<file path="src/rtl/serial_comparator_pkg.sv">
// Shared constants for serial_comparator: FSM state encoding and the
// one-hot {equal, greater, less} result encoding.
package serial_comparator_pkg;

    typedef logic [1:0] state_t;

    localparam state_t IDLE    = 2'd0;
    localparam state_t COMPARE = 2'd1;
    localparam state_t DONE    = 2'd2;

    // Result vector bit order is {equal, greater, less}.
    typedef logic [2:0] result_t;

    localparam result_t RES_NONE = 3'b000;
    localparam result_t RES_EQ   = 3'b100;
    localparam result_t RES_GT   = 3'b010;
    localparam result_t RES_LT   = 3'b001;

    // Counter width for n digits; never narrower than one bit.
    function automatic int unsigned cnt_width(input int unsigned n);
        return (n > 1) ? $clog2(n) : 1;
    endfunction

endpackage

</file>
<file path="src/rtl/serial_comparator_digit_compare.sv">
// Combinational compare of one DIGIT-bit slice: eq when equal, gt when a > b.
module digit_compare #(
    parameter int unsigned DIGIT = 4
) (
    input  logic [DIGIT-1:0] a,
    input  logic [DIGIT-1:0] b,
    output logic             eq,
    output logic             gt
);

    always_comb begin
        eq = (a == b);
        gt = (a > b);
    end

endmodule

</file>
<file path="src/rtl/serial_comparator.sv">
// Digit-serial magnitude comparator, MSB digit first with early exit.
// Define CMP_SIGNED_EN to add the signed_mode port for two's-complement compares.
module serial_comparator
    import serial_comparator_pkg::*;
#(
    parameter int unsigned WIDTH = 16,
    parameter int unsigned DIGIT = 4
) (
    input  logic             clk,
    input  logic             rst_n,
    input  logic             start,
    input  logic [WIDTH-1:0] a,
    input  logic [WIDTH-1:0] b,
`ifdef CMP_SIGNED_EN
    input  logic             signed_mode,
`endif
    output logic             busy,
    output logic             done,
    output logic             equal,
    output logic             greater,
    output logic             less
);

    localparam int unsigned N  = WIDTH / DIGIT;
    localparam int unsigned CW = cnt_width(N);
    localparam logic [CW-1:0] LAST = CW'(N - 1);

    if (WIDTH < 2) begin : g_bad_width
        $error("serial_comparator: WIDTH must be >= 2");
    end
    if ((DIGIT == 0) || ((WIDTH % DIGIT) != 0)) begin : g_bad_digit
        $error("serial_comparator: WIDTH must be an integer multiple of DIGIT");
    end

    state_t           state_q, state_d;
    logic [CW-1:0]    cnt_q, cnt_d;
    logic [WIDTH-1:0] a_q, a_d;
    logic [WIDTH-1:0] b_q, b_d;
    result_t          res_q, res_d;
    logic [WIDTH-1:0] msb_flip;
    logic             dig_eq;
    logic             dig_gt;

`ifdef CMP_SIGNED_EN
    // Inverting both MSBs maps two's-complement order onto unsigned order.
    assign msb_flip = signed_mode ? {1'b1, {(WIDTH-1){1'b0}}} : '0;
`else
    assign msb_flip = '0;
`endif

    digit_compare #(
        .DIGIT (DIGIT)
    ) u_digit_compare (
        .a  (a_q[WIDTH-1 -: DIGIT]),
        .b  (b_q[WIDTH-1 -: DIGIT]),
        .eq (dig_eq),
        .gt (dig_gt)
    );

    always_comb begin
        state_d = state_q;
        cnt_d   = cnt_q;
        a_d     = a_q;
        b_d     = b_q;
        res_d   = res_q;
        case (state_q)
            IDLE, DONE: begin
                if (start) begin
                    a_d     = a ^ msb_flip;
                    b_d     = b ^ msb_flip;
                    cnt_d   = '0;
                    res_d   = RES_NONE;
                    state_d = COMPARE;
                end else if (state_q == DONE) begin
                    state_d = IDLE;
                end
            end
            COMPARE: begin
                if (!dig_eq) begin
                    res_d   = dig_gt ? RES_GT : RES_LT;
                    state_d = DONE;
                end else if (cnt_q == LAST) begin
                    res_d   = RES_EQ;
                    state_d = DONE;
                end else begin
                    cnt_d = cnt_q + CW'(1);
                    a_d   = a_q << DIGIT;
                    b_d   = b_q << DIGIT;
                end
            end
            default: state_d = IDLE;
        endcase
    end

    always_ff @(posedge clk or negedge rst_n) begin
        if (!rst_n) begin
            state_q <= IDLE;
            cnt_q   <= '0;
            a_q     <= '0;
            b_q     <= '0;
            res_q   <= RES_NONE;
        end else begin
            state_q <= state_d;
            cnt_q   <= cnt_d;
            a_q     <= a_d;
            b_q     <= b_d;
            res_q   <= res_d;
        end
    end

    always_comb begin
        busy                    = (state_q == COMPARE);
        done                    = (state_q == DONE);
        {equal, greater, less}  = res_q;
    end

endmodule

</file>
<file path="config.mk">
export PLATFORM = sky130hd
export DESIGN_NAME = serial_comparator
export DESIGN_NICKNAME = d
export VERILOG_FILES = /design/src/rtl/serial_comparator_pkg.sv /design/src/rtl/serial_comparator_digit_compare.sv /design/src/rtl/serial_comparator.sv
export SDC_FILE = /design/constraint.sdc
export NUM_CORES = 1
export LEC_CHECK = 0
export CAP_MARGIN = 20
export CORE_MARGIN = 1.5
export CORE_UTILIZATION = 31
export DETAILED_ROUTE_END_ITERATION = 10
export REMOVE_ABC_BUFFERS = 1
export SYNTH_ARGS = -nofsm -noshare
export SYNTH_HDL_FRONTEND = slang
export SYNTH_SLANG_ARGS = --single-unit
</file>
<file path="constraint.sdc">
create_clock -name clk -period 2.15 [get_ports clk]
set_input_delay 0.215 -clock clk [delete_from_list [all_inputs] [get_ports clk]]
set_output_delay 0.215 -clock clk [all_outputs]
set_load 0.01 [all_outputs]
</file>
## Yosys cells after proc, flatten, opt, wreduce, memory -nomap -nowiden

Cells that the tools add are included.

- Div/mod/pow operators: 0
- Mux-type cells: 22
- Bitwise gates (word level): 0
- Equal/unequal tests: 9
- $add $sub $neg: 1
- Reduce and logical (&&, ||, !) cells: 6
- $mul: 0
- Shifts and indexed selects: 0
- Order comparisons: 1

Operator list:

| cell | number |
|---|---|
| two-way mux 16 bit | 6 |
| one-hot mux 16 bit (2 select lines) | 2 |
| two-way mux 2 bit | 8 |
| two-way mux 3 bit | 3 |
| one-hot mux 2 bit (2 select lines) | 2 |
| one-hot mux 3 bit (2 select lines) | 1 |
| equality test 2 bit, second input constant | 2 |
| equality test 4 bit | 1 |
| > comparator 4 bit | 1 |
| != test 2 bit, second input constant | 2 |
| AND reduction 4 bit | 1 |
| != test 3 x 2 -> 1 bit, second input constant | 1 |
| != test 3 bit, second input constant | 1 |
| AND reduction 3 bit | 1 |
| adder 2 x 1 -> 2 bit, second input constant | 1 |
| equality test 2 x 1 -> 1 bit, second input constant | 1 |
| zero test 2 bit | 1 |
| != test 2 x 1 -> 1 bit, second input constant | 1 |
| AND reduction 2 bit | 1 |
| nonzero test 2 bit | 1 |
| OR reduction 2 bit | 1 |

- Latch bits: 0
- Input bits: 35
- ROM bits: 0
- Register bits after elaboration: 39
- RAM bits: 0
- Memories kept: 0

## Logic depth before layout (Yosys ltp)

Gate-level depths: netlist of the first run.

- Depth after elaboration: 4
- Depth in mapped cells: 8
- Depth with buffers taken out: 7

## Cells and area by module

A second synthesis of the first run with hierarchy kept.

- Cell total of the unflattened synthesis: 190
- Area total of the unflattened synthesis: 1939.4 µm²

By module, submodules not included:

| module | area an instance (µm²) | times used | cells each |
|---|---|---|---|
| serial_comparator | 1830.5 | 1 | 177 |
| digit_compare | 108.9 | 1 | 13 |

## Worst setup path before layout of the first run

Ideal clock, no wire load.

- Path kind: reg2reg
- Start point: reg a_q[15]
- End point: reg a_q[10]
- Arrival time: 1.483 ns
- Path buffers: 2
- Required time: 2.024 ns
- Stages on the path, launching flop included: 8
- Slack: 0.541 ns
- Cell sequence: dfrtp_1 > ha_1 > nand4_1 > o31a_1 > inv_2 > buf_6 > buf_6 > a31oi_1

- Longest elaborated chain between the ends: 3

Ends and longest elaborated chain:

| what | RTL line | RTL |
|---|---|---|
| start, declared | serial_comparator.sv:37 | `logic [WIDTH-1:0] a_q, a_d;` |
| start signal, assigned | serial_comparator.sv:99 | `a_q <= '0;` |
| start signal, assigned | serial_comparator.sv:105 | `a_q <= a_d;` |
| equality test 4 bit | serial_comparator_digit_compare.sv:12 | `eq = (a == b);` |
| != test 2 x 1 -> 1 bit (no source line) | -- |  |
| AND reduction 4 bit (no source line) | -- |  |

No other way between the ends.
A chain may end at the register's enable or synchronous reset.

## Worst setup path in the final report of the first run

- Start point: reg b_q[15]
- End point: reg a_q[5]

- Longest elaborated chain between the ends: 3

Ends and longest elaborated chain:

| what | RTL line | RTL |
|---|---|---|
| start, declared | serial_comparator.sv:38 | `logic [WIDTH-1:0] b_q, b_d;` |
| start signal, assigned | serial_comparator.sv:100 | `b_q <= '0;` |
| start signal, assigned | serial_comparator.sv:106 | `b_q <= b_d;` |
| equality test 4 bit | serial_comparator_digit_compare.sv:12 |  |
| != test 2 x 1 -> 1 bit (no source line) | -- |  |
| AND reduction 4 bit (no source line) | -- |  |

No other way between the ends.

==> reports/metrics.cfg, run 1 <==
[worst_setup_path]
crit_end = a_q[5]
rrSetupSlack_ns = 0.34
r2r-end = a_q[5]
slowest_delay_ns = 0.35
critical_path_depth = 8
cp_data_arrival_time_ns = 2.01
regToRegStartpoint = b_q[15]
end_kind = flop
startpoint = b_q[15]
crit_chain = inv_1, ha_1, nand4_1, o31a_1, inv_2, buf_4, nor2_1, a31oi_1
cp-start-kind = flop
cp.required_ns = 2.35
cpLargestDelayFamily = compound AO/OA/AOI/OAI gates
path_class = flop to flop
ff2ff_path_depth = 8
slowest_stage = dfrtp_1
critPathBufInv = 3
path_max_fanout = 30

[final_layout]
fill_cells = 565
multi_input_area_um2 = 712
drive_above_1_share_pct = 5.65
fin_cells = 320
ff_latch_area_um2 = 976
layout.nets = 287
syn2layout_area_growth_pct = 27.8
n_antenna_cell = 0

[route]
drt-initial-drc-count = 87
drt-wirelength-per-cell_um = 11.5
drt-total-wl_um = 3670
route.vias.total = 1422
first_pass_iters = 4
ant_nets = 0
drc = 0
vias_per_cell = 4.44

[global_routing]
grt_pass1_vias = 1386
grt_pass1_wl_um = 6180
grt_max_degree = 40
grt_overflow_total = 0
antenna_found_initial = 0
grt_use_total_pct = 12.7

[cts]
clockBufferDepth = 2
ctsHoldBuffers = 0
cts_tree = built
clkSinkCount = 39
cts_setup_buffers = 0
htree_levels = 2
insertion_delay_ns = 0.29
cts_resized = 0
cts_buffers = 5
cts-root-buf = clkbuf_8
path_clk_slew_ns = 0.07

[sta]
worstMarginPinSlew_ns = 0.863
skew_ns = 0.00450
post-route-min-period_ns = 1.81
max_freq_mhz = 553
rsz0062_at_grt = no
hold_viol = 0
fin_crit_sh_pct = 84.0
report.final.slew_viol_count = 0
setup_violations = 0
relSlewSlack_pct = 42.5
whs_ns = 0.0320

[place]
dp_cells = 312
dp_hpwl_um = 2540
io_buffers = 39
gp_congestion = 0.727

[floorplanning]
die_x_um = 79.5
die_h_um = 79.5
ios = 40
initial_utilization_pct = 32.5
fp.coreArea_um2 = 5570
num_rows = 27
dieArea_um2 = 6310

[yosys]
avgSynthCellArea_um2 = 8.67
ys_ff_latch = 39
async_reset_ff_share_pct = 100
ys.flop_type = dfrtp_1
synth_warnings = 0
yosysSeqAreaShare_pct = 53.9
synth_area_um2 = 1810
syn-instance-count = 209
synth.distinct_cells = 24
synth_edf_count = 0

[run]
max_cap_violations = 0

[pwr]
vdd_drop_max_mv = 0.526
power_density_nw_per_um2 = 1240
power_mw = 2.86
power_leakage_nw = 1.07

[hold_path]
hold_path.class = input pin to asynchronous set/reset pin

[outcome]
status = finished, final reports clean

## stage by stage
| step | setup TNS, ns | setup slack [ns] | utilization (%) | cell area, µm² |
|---|---|---|---|---|
| floorplan | -4.07 | -0.124 | - | 1710 |
| global placement | 0 | 0.387 | 40.1 | 2230 |
| detailed placement | 0 | 0.332 | 40.1 | 2230 |
| CTS | 0 | 0.338 | 41.5 | 2320 |
| global route | 0 | 0.168 | 41.5 | 2320 |
| finish | 0 | 0.343 | 41.5 | 2320 |
## synth_stat cells (2+ instances only)
cell type | number | area (µm²)
dfrtp_1 | 39 | 976
nand3_1 | 9 | 45.0
nor2_1 | 27 | 101
a21oi_1 | 2 | 10.0
ha_1 | 5 | 62.6
nand2b_1 | 2 | 12.5
inv_1 | 6 | 22.5
buf_2 | 3 | 15.0
buf_6 | 5 | 56.3
clkbuf_1 | 5 | 18.8
nand2_1 | 70 | 263
a31oi_1 | 24 | 150
## registers in the layout, indices dropped and copies added (netlist names)
signal   flops
a_q         16
b_q         16
state_q      2
res_q        3
cnt_q        2
## cell type report
cell class	instances	share of cell area, %
clock buffer	7	3.30
clock inverter	1	0.216
inverter	7	1.13
multi-input combinational	149	30.7
sequential	39	42.1
tap	72	3.89
timing repair buffer	45	18.6
## cell usage in the layout (no fill, tap or decap), drive strengths merged
cell type,instances
clkdlybuf4s50,38
o21ai,1
and2,1
nor2b,1
a31oi,24
a22oi,1
clkinv,1
clkbuf,7
nand3,9
inv,7
nand4,1
nand2b,2
o31a,1
o22ai,1
buf,7
nor3,1
a21oi,2
o2bb2ai,1
nor2,27
dfrtp,39
a21o,1
ha,5
nand2,70
## routing by layer
metal | global-route usage (%) | part of all wire [%]
met4 | 4.74 | 1.4
met3 | 4.34 | 4.9
met5 | 0 | 0
met1 | 16.7 | 49
met2 | 19.4 | 44
## kinds of logic after synthesis
family	synth area share (%)
DFF	53.9
adders and majority gates	3.45
AOI/OAI and AO/OA	11.3
and+or+nand+nor	24.6
buffers and inverters	6.84
## where the power goes
part	internal (mW)	switching, mW	total [mW]
logic	0.492	0.645	1.14
registers	1.08	0.173	1.25
clock network	0.228	0.246	0.474
## worst min path at each step
| stage | start | endpoint | slack [ns] | depth (start not counted) |
|---|---|---|---|---|
| finish | rst_n | res_q[1] | 0.03 | 1 |
| global route | rst_n | state_q[1] | 0.11 | 1 |
| CTS | rst_n | res_q[1] | 0.07 | 1 |
| detailed placement | rst_n | res_q[1] | 0.39 | 1 |
| global placement | rst_n | state_q[1] | 0.38 | 1 |
| floorplan | rst_n | a_q[0] | -0.08 | 0 |
No activity file was read; power rests on OpenSTA's default activity.
==> run 2, diff against run 1 <==
==> constraint.sdc (replaced) <==
create_clock -name clk -period 1.5 [get_ports clk]
set_input_delay 0.15 -clock clk [delete_from_list [all_inputs] [get_ports clk]]
set_output_delay 0.15 -clock clk [all_outputs]
set_load 0.01 [all_outputs]
==> reports/metrics.cfg, run 2 (synthesis gave the netlist of run 1 again) <==
[final_layout]
fill_cells = 574
final_cell_mix = nand2_1 (70), dfrtp_1 (39), clkdlybuf4s50_1 (36)
top_regs = a_q (16), b_q (16), res_q (3)
layout_commonest_cell = nand2_1
n_antenna_cell = 0
syn2layout_area_growth_pct = 48.2
post-route-util_pct = 48.2
layout.nets = 308
design_area_um2 = 2690
drive_above_1_share_pct = 19.3

[cts]
htree_levels = 2
clockBufferDepth = 2
path_clk_slew_ns = 0.07
clkSinkCount = 39
cts_buffers = 5
cts_tree = built
insertion_delay_ns = 0.28
cts-root-buf = clkbuf_8

[route]
ant_nets = 0
vias_per_cell = 4.57
drt-total-wl_um = 4100
drt-initial-drc-count = 70
first_pass_iters = 4
drc = 0
drt-wirelength-per-cell_um = 12.0
route.vias.total = 1557

[pwr]
p_sw_share_pct = 35.6
power_leakage_nw = 1.24
power_density_nw_per_um2 = 1800
vdd_drop_max_mv = 0.677
p_comb_share_pct = 46.6
p_switching_mw = 1.72
pwr-share-seq_pct = 37.6
clkPwrFrac_pct = 15.9
intPower_mw = 3.12

[sta]
post-route-min-period_ns = 1.66
skew_ns = 0.00470
hold_viol = 0
fin_setup_tns_ns = -4.07
timing.final.ws_setup_ns = -0.164
max_freq_mhz = 601
worstMarginPinSlew_ns = 0.486
rsz0062_at_grt = yes
report.final.slew_viol_count = 0
setup_violations = 35
fin_crit_sh_pct = 111
relSlewSlack_pct = 67.6

[global_routing]
grt_pass1_wl_um = 6820
grt_overflow_total = 0
grt_pass1_vias = 1567
antenna_found_initial = 0
met2_usage_pct = 22.1
grt_max_degree = 29
grt_use_total_pct = 13.7
grtUsageMet3_pct = 2.74
grt_busiest_layer = met2
met1_usage_pct = 18.1

[place]
io_buffers = 39
gp_congestion = 0.704
dp_hpwl_um = 2680
placedInstanceArea_um2 = 2350

[worst_setup_path]
cp_data_arrival_time_ns = 1.84
cp-start-kind = flop
path_max_fanout = 7
path_class = flop to flop
cp.required_ns = 1.67
end_kind = flop

[floorplanning]
initial_utilization_pct = 32.5
die_h_um = 79.5
ios = 40
fp.coreArea_um2 = 5570
dieArea_um2 = 6310
die_x_um = 79.5
num_rows = 27

[hold_path]
hold_path.class = input pin to asynchronous set/reset pin

[run]
max_cap_violations = 0

[outcome]
violations = negative setup slack
status = finished with violations

[run 2: final timing paths]
check,from,to,slack (ns),depth (start not counted)
setup reg to reg,b_q[13],a_q[13],-0.16,8
hold / removal,rst_n,state_q[1],0.36,2
setup / recovery,b_q[13],a_q[13],-0.16,8
max in group asynchronous,rst_n,b_q[13],0.67,3
hold reg to reg,b_q[2],b_q[2],0.47,2
min in group clk,b[2],b_q[2],0.42,3
[run 2: worst max-delay path, stage by stage, from the launching register on]
cell and delay [ns]:
dfrtp_1 0.35, inv_1 0.05, ha_1 0.29, nand4_1 0.11, o31a_1 0.30, clkinv_4 0.13, buf_12 0.12, clkbuf_16 0.13
a31oi_1 0.06
[run 2: layout make-up]
class,instances,area (µm²),area share [%]
clock buffer,8,100,3.73
timing repair buffer,66,698,26.0
multi-input combinational,149,790,29.4
inverter,7,31.3,1.16
sequential,39,976,36.3
tap,72,90.1,3.36
[run 2: timing repair]
action | CTS | global route
cloned | 2 | 2
endpoints found under the setup margin | 35 | 38
pin swaps | 2 | 7
buffers inserted | 3 | 3
resized for setup | 13 | 10
endpoints found under the hold margin | 19 | 0
hold buffers | 1 | 0
[run 2: stage by stage]
| step | hold WS (ns) | worst slack, ns | total power [mW] | std cells |
|---|---|---|---|---|
| final | 0.356 | -0.164 | 4.84 | 341 |
| after global routing | 0.401 | -0.230 | 5.26 | 341 |
| after CTS | 0.374 | -0.181 | 4.66 | 336 |
| after detailed placement | 0.138 | -0.178 | 3.68 | 322 |
| after global placement | 0.136 | -0.129 | 3.63 | 322 |
| after floorplan | -0.146 | -0.774 | 2.87 | 195 |
[run 2: power by group through the flow]
stage	clock [mW]	combinational [mW]	sequential, mW
after detailed placement	0	1.86	1.82
after floorplan	0	1.10	1.77
after CTS	0.788	2.06	1.81
after global placement	0	1.83	1.80
final	0.768	2.25	1.82
after global routing	0.833	2.54	1.89
[run 2: metal layers]
| layer | part of all wire (%) | up-vias |
|---|---|---|
| met5 | 0 | - |
| met4 | 1.2 | 0 |
| met3 | 3.8 | 7 |
| met2 | 47 | 28 |
| met1 | 48 | 715 |
| li1 | - | 807 |
